<file path="src/rtl/muldiv_pkg.sv">
// muldiv_pkg: shared definitions for the HI/LO multiply/divide sequencer.
//   - op encodings (MD_MULT, MD_MULTU, MD_DIV, MD_DIVU)
//   - sequencer FSM state enum (md_state_e)
//   - MD_ITER_CNT: iterations of the shared shift datapath (one bit per cycle)
//   - op_is_signed(): true for MULT and DIV
package muldiv_pkg;

  localparam logic [1:0] MD_MULT  = 2'b00;
  localparam logic [1:0] MD_MULTU = 2'b01;
  localparam logic [1:0] MD_DIV   = 2'b10;
  localparam logic [1:0] MD_DIVU  = 2'b11;

  localparam int MD_ITER_CNT = 32;

  typedef enum logic [2:0] {
    ST_IDLE  = 3'd0,
    ST_MUL   = 3'd1,
    ST_DIV   = 3'd2,
    ST_FIXUP = 3'd3,
    ST_DONE  = 3'd4
  } md_state_e;

  function automatic logic op_is_signed(input logic [1:0] op);
    return (op == MD_MULT) || (op == MD_DIV);
  endfunction

endpackage

</file>
<file path="src/rtl/muldiv_iter.sv">
// muldiv_iter: 64-bit iterative datapath shared by divide and multiply.
//   Divide   : {hi_q, lo_q} = remainder:quotient, restoring division,
//              one quotient bit per step, divisor held in b_q.
//   Multiply : {hi_q, lo_q} = accumulator:multiplier, shift-add,
//              one multiplier bit per step, multiplicand held in b_q.
// Ports:
//   clk, resetn        clock, synchronous active-low reset
//   load_i             capture operands (hi cleared, lo <= a_i, b_q <= b_i)
//   step_i             perform one iteration
//   is_div_i           1 = divide step, 0 = multiply step
//   a_i, b_i           unsigned magnitudes of the operands
//   hi_o, lo_o         current datapath contents
module muldiv_iter #(
  parameter int WIDTH = 32
) (
  input  logic             clk,
  input  logic             resetn,
  input  logic             load_i,
  input  logic             step_i,
  input  logic             is_div_i,
  input  logic [WIDTH-1:0] a_i,
  input  logic [WIDTH-1:0] b_i,
  output logic [WIDTH-1:0] hi_o,
  output logic [WIDTH-1:0] lo_o
);

  logic [WIDTH-1:0] hi_q, hi_d;
  logic [WIDTH-1:0] lo_q, lo_d;
  logic [WIDTH-1:0] b_q, b_d;

  // Divide: partial remainder shifted left with the next dividend bit.
  // It is always < 2*divisor, so when the trial subtraction succeeds the
  // difference fits in WIDTH bits and a WIDTH-bit subtract is exact.
  logic [WIDTH:0]   shifted;
  logic             sub_ok;
  // Multiply: accumulator plus (multiplicand if multiplier LSB set).
  logic [WIDTH:0]   sum;

  always_comb begin
    shifted = {hi_q, lo_q[WIDTH-1]};
    sub_ok  = (shifted >= {1'b0, b_q});
    sum     = {1'b0, hi_q} + (lo_q[0] ? {1'b0, b_q} : '0);
  end

  always_comb begin
    hi_d = hi_q;
    lo_d = lo_q;
    b_d  = b_q;
    if (load_i) begin
      hi_d = '0;
      lo_d = a_i;
      b_d  = b_i;
    end else if (step_i) begin
      if (is_div_i) begin
        hi_d = sub_ok ? (shifted[WIDTH-1:0] - b_q) : shifted[WIDTH-1:0];
        lo_d = {lo_q[WIDTH-2:0], sub_ok};
      end else begin
        // Shift {carry, sum, multiplier} right by one.
        hi_d = sum[WIDTH:1];
        lo_d = {sum[0], lo_q[WIDTH-1:1]};
      end
    end
  end

  always_ff @(posedge clk) begin
    if (!resetn) begin
      hi_q <= '0;
      lo_q <= '0;
      b_q  <= '0;
    end else begin
      hi_q <= hi_d;
      lo_q <= lo_d;
      b_q  <= b_d;
    end
  end

  assign hi_o = hi_q;
  assign lo_o = lo_q;

endmodule

</file>
<file path="src/rtl/muldiv_ctrl.sv">
// muldiv_ctrl: multi-cycle multiply/divide sequencer for the HI/LO resource.
// Accepts MULT/MULTU/DIV/DIVU from EX, stalls the pipe via busy, and emits
// a one-cycle done pulse with the HI/LO result for write-back. A flush
// aborts any operation in flight without touching HI/LO.
// Build option:
//   MULDIV_ITER_MUL_EN  defined   -> multiply runs on the iterative datapath
//                                    (34-cycle latency, busy high)
//                       undefined -> registered full-width product,
//                                    1-cycle latency, busy stays low
// Ports:
//   clk, resetn        clock, synchronous active-low reset
//   start, op          issue request and op code (sampled only in IDLE)
//   src_a, src_b       rs / rt operands
//   flush              abort; returns to IDLE at the next edge
//   busy               MUL, DIV or FIXUP in progress
//   done               one-cycle result-valid pulse
//   hi_out, lo_out     registered HI/LO result
//   state_dbg          current FSM state, for observation only
// Iteration count is MD_ITER_CNT; WIDTH is expected to equal it.
//
// Handshake: start is a level request honoured only when the FSM is idle
// and flush is low; requests at any other time are dropped and the issuer
// keeps start asserted until busy is low. done has no back-pressure.
module muldiv_ctrl
  import muldiv_pkg::*;
#(
  parameter int WIDTH = 32
) (
  input  logic             clk,
  input  logic             resetn,
  input  logic             start,
  input  logic [1:0]       op,
  input  logic [WIDTH-1:0] src_a,
  input  logic [WIDTH-1:0] src_b,
  input  logic             flush,
  output logic             busy,
  output logic             done,
  output logic [WIDTH-1:0] hi_out,
  output logic [WIDTH-1:0] lo_out,
  output md_state_e        state_dbg
);

  localparam logic [5:0] CNT_LAST = 6'(MD_ITER_CNT - 1);

  md_state_e        state_q, state_d;
  logic [5:0]       cnt_q, cnt_d;
  logic [WIDTH-1:0] hi_q, hi_d;
  logic [WIDTH-1:0] lo_q, lo_d;

  // Attributes of the operation in flight, captured on accept.
  logic is_div_q;
  logic neg_res_q;   // negate quotient / product
  logic neg_rem_q;   // negate remainder
  logic div0_q;      // divisor was zero

  logic             accept;
  logic             signed_op;
  logic             a_neg, b_neg;
  logic [WIDTH-1:0] a_abs, b_abs;
  logic             step;
  logic [WIDTH-1:0] it_hi, it_lo;

  assign accept    = start & ~flush & (state_q == ST_IDLE);
  assign signed_op = op_is_signed(op);
  assign a_neg     = signed_op & src_a[WIDTH-1];
  assign b_neg     = signed_op & src_b[WIDTH-1];
  assign a_abs     = a_neg ? -src_a : src_a;
  assign b_abs     = b_neg ? -src_b : src_b;

  muldiv_iter #(
    .WIDTH (WIDTH)
  ) u_iter (
    .clk      (clk),
    .resetn   (resetn),
    .load_i   (accept),
    .step_i   (step),
    .is_div_i (is_div_q),
    .a_i      (a_abs),
    .b_i      (b_abs),
    .hi_o     (it_hi),
    .lo_o     (it_lo)
  );

  // Sign fixup of the finished iterative result.
  logic [2*WIDTH-1:0] prod_raw, prod_fix;
  logic [WIDTH-1:0]   quo_fix, rem_fix;

  always_comb begin
    prod_raw = {it_hi, it_lo};
    prod_fix = neg_res_q ? -prod_raw : prod_raw;
    // Divide by zero: quotient forced to all ones; the remainder equals
    // |dividend| and its sign fixup restores the original dividend.
    quo_fix  = div0_q ? '1 : (neg_res_q ? -it_lo : it_lo);
    rem_fix  = neg_rem_q ? -it_hi : it_hi;
  end

`ifndef MULDIV_ITER_MUL_EN
  // Single-cycle multiply: operands sign-/zero-extended to full product
  // width so a plain unsigned multiply yields the correct 2*WIDTH result.
  logic [2*WIDTH-1:0] a_ext, b_ext, prod_now;

  always_comb begin
    a_ext    = {{WIDTH{a_neg}}, src_a};
    b_ext    = {{WIDTH{b_neg}}, src_b};
    prod_now = a_ext * b_ext;
  end
`endif

  always_comb begin
    state_d = state_q;
    cnt_d   = cnt_q;
    hi_d    = hi_q;
    lo_d    = lo_q;
    step    = 1'b0;

    case (state_q)
      ST_IDLE: begin
        if (accept) begin
          cnt_d = '0;
          if (op[1]) begin
            state_d = ST_DIV;
          end else begin
`ifdef MULDIV_ITER_MUL_EN
            state_d = ST_MUL;
`else
            state_d = ST_DONE;
            hi_d    = prod_now[2*WIDTH-1:WIDTH];
            lo_d    = prod_now[WIDTH-1:0];
`endif
          end
        end
      end

      ST_MUL, ST_DIV: begin
        step = 1'b1;
        if (cnt_q == CNT_LAST) begin
          cnt_d   = '0;
          state_d = ST_FIXUP;
        end else begin
          cnt_d = cnt_q + 6'd1;
        end
      end

      ST_FIXUP: begin
        state_d = ST_DONE;
        if (is_div_q) begin
          hi_d = rem_fix;
          lo_d = quo_fix;
        end else begin
          hi_d = prod_fix[2*WIDTH-1:WIDTH];
          lo_d = prod_fix[WIDTH-1:0];
        end
      end

      ST_DONE: begin
        state_d = ST_IDLE;
      end

      default: begin
        state_d = ST_IDLE;
      end
    endcase

    // Flush wins over everything: abandon the operation, keep HI/LO.
    if (flush) begin
      state_d = ST_IDLE;
      cnt_d   = '0;
      hi_d    = hi_q;
      lo_d    = lo_q;
      step    = 1'b0;
    end
  end

  always_ff @(posedge clk) begin
    if (!resetn) begin
      state_q   <= ST_IDLE;
      cnt_q     <= '0;
      hi_q      <= '0;
      lo_q      <= '0;
      is_div_q  <= 1'b0;
      neg_res_q <= 1'b0;
      neg_rem_q <= 1'b0;
      div0_q    <= 1'b0;
    end else begin
      state_q <= state_d;
      cnt_q   <= cnt_d;
      hi_q    <= hi_d;
      lo_q    <= lo_d;
      if (accept) begin
        is_div_q  <= op[1];
        neg_res_q <= a_neg ^ b_neg;
        neg_rem_q <= a_neg;
        div0_q    <= (src_b == '0);
      end
    end
  end

  assign busy      = (state_q == ST_MUL) || (state_q == ST_DIV) ||
                     (state_q == ST_FIXUP);
  assign done      = (state_q == ST_DONE);
  assign hi_out    = hi_q;
  assign lo_out    = lo_q;
  assign state_dbg = state_q;

endmodule

</file>
<file path="config.mk">
export PLATFORM = sky130hd
export DESIGN_NAME = muldiv_ctrl
export DESIGN_NICKNAME = d
export VERILOG_FILES = /design/src/rtl/muldiv_pkg.sv /design/src/rtl/muldiv_iter.sv /design/src/rtl/muldiv_ctrl.sv
export SDC_FILE = /design/constraint.sdc
export NUM_CORES = 2
export LEC_CHECK = 0
export ABC_AREA = 1
export CAP_MARGIN = 20
export CORE_UTILIZATION = 55
export DETAILED_ROUTE_END_ITERATION = 8
export PLACE_DENSITY = 0.79
export SLEW_MARGIN = 10
export SYNTH_ARGS = -nofsm -noshare
export SYNTH_HDL_FRONTEND = slang
export SYNTH_SLANG_ARGS = --single-unit
export TNS_END_PERCENT = 10
</file>
<file path="constraint.sdc">
create_clock -name clk -period 11.63 [get_ports clk]
set_input_delay 1.7445 -clock clk [delete_from_list [all_inputs] [get_ports clk]]
set_output_delay 1.7445 -clock clk [all_outputs]
set_load 0.01 [all_outputs]
</file>
==> results by stage <==
Clock tree:
- The number of CTS-inserted buffers is 17.
- The sink count of the clock tree is 173.
- For this design, the CTS-stage hold fixing added 0 buffers.
- The clock tree from TritonCTS is built.
- The clock transition time at the flip-flop clock pins of the worst setup and hold paths is 100 ps.
- The depth of the CTS H-tree is 4.
- No sink is reached through more buffers than the 2 on the longest clock path.
- The number of gates resized after CTS was 0.
- The tree is rooted in a sky130_fd_sc_hd__clkbuf_16.
- The buffer count from post-CTS setup fixing is 0.
- The clock network latency to the later pin of the worst-skew pair is 520 ps.

Yosys:
- The combined area of all synthesized cells is 58,300 sq um.
- In the synthesized netlist the async set-or-reset flop fraction comes to 0%.
- The number of flops mapped to enable cells by yosys is 0.
- When the netlist entered floorplanning its net count stood at 9,987.
- The number of different library cells in the post-synthesis netlist is 53.
- In the synthesized netlist the dominant register cell turns out to be sky130_fd_sc_hd__dfxtp_1.
- The number of warning messages in the yosys log is 0.
- Yosys attributes the largest share of cell area to sky130_fd_sc_hd__fa_1 39%, sky130_fd_sc_hd__nand2_1 16%, sky130_fd_sc_hd__inv_1 14%.
- Dividing the synthesized area by the synthesized cell count gives 6.85 sq um.
- The number of storage elements in the synthesis netlist is 173.
- The cell type with the highest aggregate area in the netlist is sky130_fd_sc_hd__fa_1.
- The fraction of the yosys area taken by sequential cells is 5.94%.
- The area fraction of the dominant cell type after synthesis is 38.7%.
- Synthesis handed over a netlist of 8,509 instances.

Worst setup path:
- The worst setup path is captured at a register.
- For the worst flop-to-flop path, the logic depth is 9.
- The launching point of the worst reg2reg path is is_div_q.
- The capturing element of the worst setup path is hi_out[27].
- In this run the critical register-to-register path is captured at hi_out[19].
- STA puts the critical path data arrival time at 10,620 ps.
- The critical path starts at op[0].
- The data required time at the worst endpoint is 12,060 ps.
- Across all register-to-register paths, the minimum setup slack is 7710 ps.
- The maximum fanout encountered on the critical timing path is 13.
- The critical path class is in2reg.
- STA classifies the critical path startpoint as an input port.

Timing:
- Summed over all failing endpoints, the final setup total negative slack is 0 ps.
- The worst pin sits at a relative slew slack of 11.9%.
- The number of max-slew violations in the final report was 0.
- The worst clock skew is 32.9 ps.
- The count of final hold-check violations is 0.
- The slew of the pin with the lowest slew margin is 1320 ps.
- In the post-route analysis, the smallest setup slack over all paths is 1440 ps.
- The minimum clock period after layout is 10,190 ps.
- The final worst-path cycle share is 87.6%.
- Setup violations remaining at the end of the flow were counted as 0.
- The achievable frequency is 98.1 MHz.
- Setup repair after global routing left no endpoint under its margin.

Die:
- From bottom edge to top edge, the die measures 328 um.
- The core region is 105,000 sq um.
- For this configuration, the core starts out at a cell density of 55.5%.
- Row generation in the floorplan step produced 119 rows.
- The I/O pin count is 139.
- The width of the die is 328 um.
- The area of the die is 107,000 sq um.

Drt:
- Using the TritonRoute via totals, the vias-per-cell ratio works out to 5.69.
- The post-route DRC violation count is 0.
- The wire length per cell is 24.1 um.
- For this block, the via count after detailed routing is 55,900.
- The overall routed net length is 236,000 um.
- The count of nets left with antenna violations once routing finished came out at 0.
- The iteration-0 DRC count of the detailed router is 5,246.
- The length of the first detailed-routing pass in iterations is 8.

GRT:
- The first global-routing pass estimated 354,000 um of wire.
- The maximum number of pins on one net before global-route repair is 77.
- The global route total overflow is 0.
- The number of antenna violations at the first check in global routing is 11.
- The combined global-route utilization of all metal layers is 44.8%.
- The number of global-route vias before repair came to 58,200.

Placement:
- The pre-CTS worst setup slack is 950 ps.
- The number of buffers added on ports is 138.
- The estimated wirelength of the detail-placed design is 194,000 um.
- The routability-driven placement congestion ratio is 1.06.

Job:
- The tool flagged a number of max-cap violations equal to 0.

Final layout:
- At the end of the flow, the number of nets in the layout was 9,885.
- The number of filler instances in the final layout is 10,100.
- The proportion of layout cells with a drive suffix above 1 is 2.73%.
- The layout overhead on the synthesized area is 5.53%.

Run status:
- The run finished with clean final reports.

Min path:
- The worst hold path belongs to the class reg2reg.
per-stage QoR:
step / area [sq um] / hold slack [ps] / util [%] / instances
final: 61500 / 473 / 58.5 / 9818
after global routing: 61500 / 498 / 58.5 / 9812
after CTS: 61500 / 475 / 58.5 / 9810
after detailed placement: 60800 / 460 / 57.9 / 9778
after global placement: 60800 / 457 / 57.9 / 9776
after floorplan: 58300 / 454 / - / 8509
how the worst min path moves through the flow:
stage                                 to  cells past startpoint           start  slack [ps]
after global routing           lo_out[4]                      2       lo_out[4]         500
after detailed placement       lo_out[6]                      2       lo_out[6]         460
after CTS                      lo_out[5]                      2       lo_out[5]         480
final                          lo_out[5]                      2       lo_out[5]         470
after floorplan           u_iter.b_q[18]                      2  u_iter.b_q[18]         450
after global placement         lo_out[3]                      2       lo_out[3]         460
cell families after synthesis:
| kind of cell | count (synthesis) | share of synthesized area, % |
|---|---|---|
| buffers and inverters | 2527 | 16.4 |
| AOI/OAI and AO/OA | 648 | 6.11 |
| adders and majority gates | 1408 | 44.7 |
| and+or+nand+nor | 3667 | 25.5 |
| xor gates and xnor gates | 86 | 1.29 |
| DFF | 173 | 5.94 |
area by class of cell:
| class | instances | area (sq um) | share of cell area (%) |
|---|---|---|---|
| Tap cell | 1391 | 1740 | 2.83 |
| Clock inverter | 15 | 216 | 0.352 |
| Timing Repair Buffer | 275 | 2380 | 3.87 |
| Inverter | 2131 | 8000 | 13.0 |
| Antenna cell | 7 | 17.5 | 0.0285 |
| Sequential cell | 173 | 3470 | 5.64 |
| Clock buffer | 17 | 425 | 0.692 |
| Multi-Input combinational cell | 5809 | 45300 | 73.6 |
state kept, by name, summed over array words and instances, names as in the netlist:
register,cells
hi_out,32
cnt_q,6
div0_q,1
is_div_q,1
neg_rem_q,1
u_iter.lo_o,32
state_dbg,3
neg_res_q,1
u_iter.hi_o,32
u_iter.b_q,32
lo_out,32
placed cells by master (no fill, tap or decap), types with 7 or more instances in the layout:
| master | synthesis | routed |
|---|---|---|
| sky130_fd_sc_hd__xor2_1 | 71 | 71 |
| sky130_fd_sc_hd__dfxtp_1 | 173 | 170 |
| sky130_fd_sc_hd__nor2_2 | 8 | 8 |
| sky130_fd_sc_hd__buf_4 | 8 | 134 |
| sky130_fd_sc_hd__nand3_1 | 378 | 378 |
| sky130_fd_sc_hd__nor2_1 | 574 | 573 |
| sky130_fd_sc_hd__xnor2_1 | 15 | 15 |
| sky130_fd_sc_hd__fa_1 | 1127 | 1127 |
| sky130_fd_sc_hd__a31oi_1 | 35 | 34 |
| sky130_fd_sc_hd__buf_2 | 52 | 13 |
| sky130_fd_sc_hd__nand4_1 | 98 | 98 |
| sky130_fd_sc_hd__diode_2 | 0 | 7 |
| sky130_fd_sc_hd__nand3b_1 | 36 | 36 |
| sky130_fd_sc_hd__nor3_1 | 44 | 44 |
| sky130_fd_sc_hd__a21oi_1 | 267 | 267 |
| sky130_fd_sc_hd__o21ai_0 | 242 | 242 |
| sky130_fd_sc_hd__o21bai_1 | 23 | 23 |
| sky130_fd_sc_hd__ha_1 | 281 | 281 |
| sky130_fd_sc_hd__nand2_1 | 2486 | 2486 |
| sky130_fd_sc_hd__inv_2 | 8 | 9 |
| sky130_fd_sc_hd__or2_2 | 9 | 9 |
| sky130_fd_sc_hd__o221ai_1 | 7 | 7 |
| sky130_fd_sc_hd__o211ai_1 | 30 | 30 |
| sky130_fd_sc_hd__o21ai_1 | 7 | 7 |
| sky130_fd_sc_hd__inv_1 | 2121 | 2120 |
| sky130_fd_sc_hd__clkdlybuf4s50_1 | 0 | 124 |
| sky130_fd_sc_hd__nor4_1 | 11 | 11 |
| sky130_fd_sc_hd__clkbuf_16 | 0 | 17 |
synth_stat cells, types with 35 or more instances:
cell type,number
sky130_fd_sc_hd__a31oi_1,35
sky130_fd_sc_hd__buf_1,71
sky130_fd_sc_hd__o21ai_0,242
sky130_fd_sc_hd__nor2_1,574
sky130_fd_sc_hd__nand3b_1,36
sky130_fd_sc_hd__ha_1,281
sky130_fd_sc_hd__nor3_1,44
sky130_fd_sc_hd__nand2_1,2486
sky130_fd_sc_hd__clkbuf_1,264
sky130_fd_sc_hd__fa_1,1127
sky130_fd_sc_hd__xor2_1,71
sky130_fd_sc_hd__a21oi_1,267
sky130_fd_sc_hd__buf_2,52
sky130_fd_sc_hd__nand4_1,98
sky130_fd_sc_hd__dfxtp_1,173
sky130_fd_sc_hd__inv_1,2121
sky130_fd_sc_hd__nand3_1,378
layer usage:
layer / vias up / GRT usage, % / part of all wire, %
met5: - / 0 / 0.036
met4: 12 / 36.6 / 9.9
met3: 1022 / 11.0 / 10
met2: 3297 / 73.0 / 46
met1: 26900 / 49.9 / 34
li1: 24700 / - / -
critical path: stages:
cell and delay (ps):
sky130_fd_sc_hd__clkdlybuf4s50_1 1180, sky130_fd_sc_hd__nor2_1 280, sky130_fd_sc_hd__fa_1 780, sky130_fd_sc_hd__inv_1 120, sky130_fd_sc_hd__fa_1 830, sky130_fd_sc_hd__inv_1 210
sky130_fd_sc_hd__fa_1 550, sky130_fd_sc_hd__inv_1 380, sky130_fd_sc_hd__fa_1 530, sky130_fd_sc_hd__fa_1 560, sky130_fd_sc_hd__fa_1 430, sky130_fd_sc_hd__fa_1 470
sky130_fd_sc_hd__fa_1 500, sky130_fd_sc_hd__inv_1 40, sky130_fd_sc_hd__ha_1 410, sky130_fd_sc_hd__nand2_1 100, sky130_fd_sc_hd__inv_1 90, sky130_fd_sc_hd__nand2_1 120
sky130_fd_sc_hd__nor3_1 380, sky130_fd_sc_hd__nand2_1 140, sky130_fd_sc_hd__nor3_1 160, sky130_fd_sc_hd__nand2_1 120, sky130_fd_sc_hd__nand3_1 100, sky130_fd_sc_hd__nand2_1 50
sky130_fd_sc_hd__nand3_1 110, sky130_fd_sc_hd__nand3_1 80, sky130_fd_sc_hd__nand2_1 80, sky130_fd_sc_hd__inv_1 40
Power is left out: the tool's default activity adds up to more than one toggle a clock period on the data nets, which glitch-free logic cannot reach.
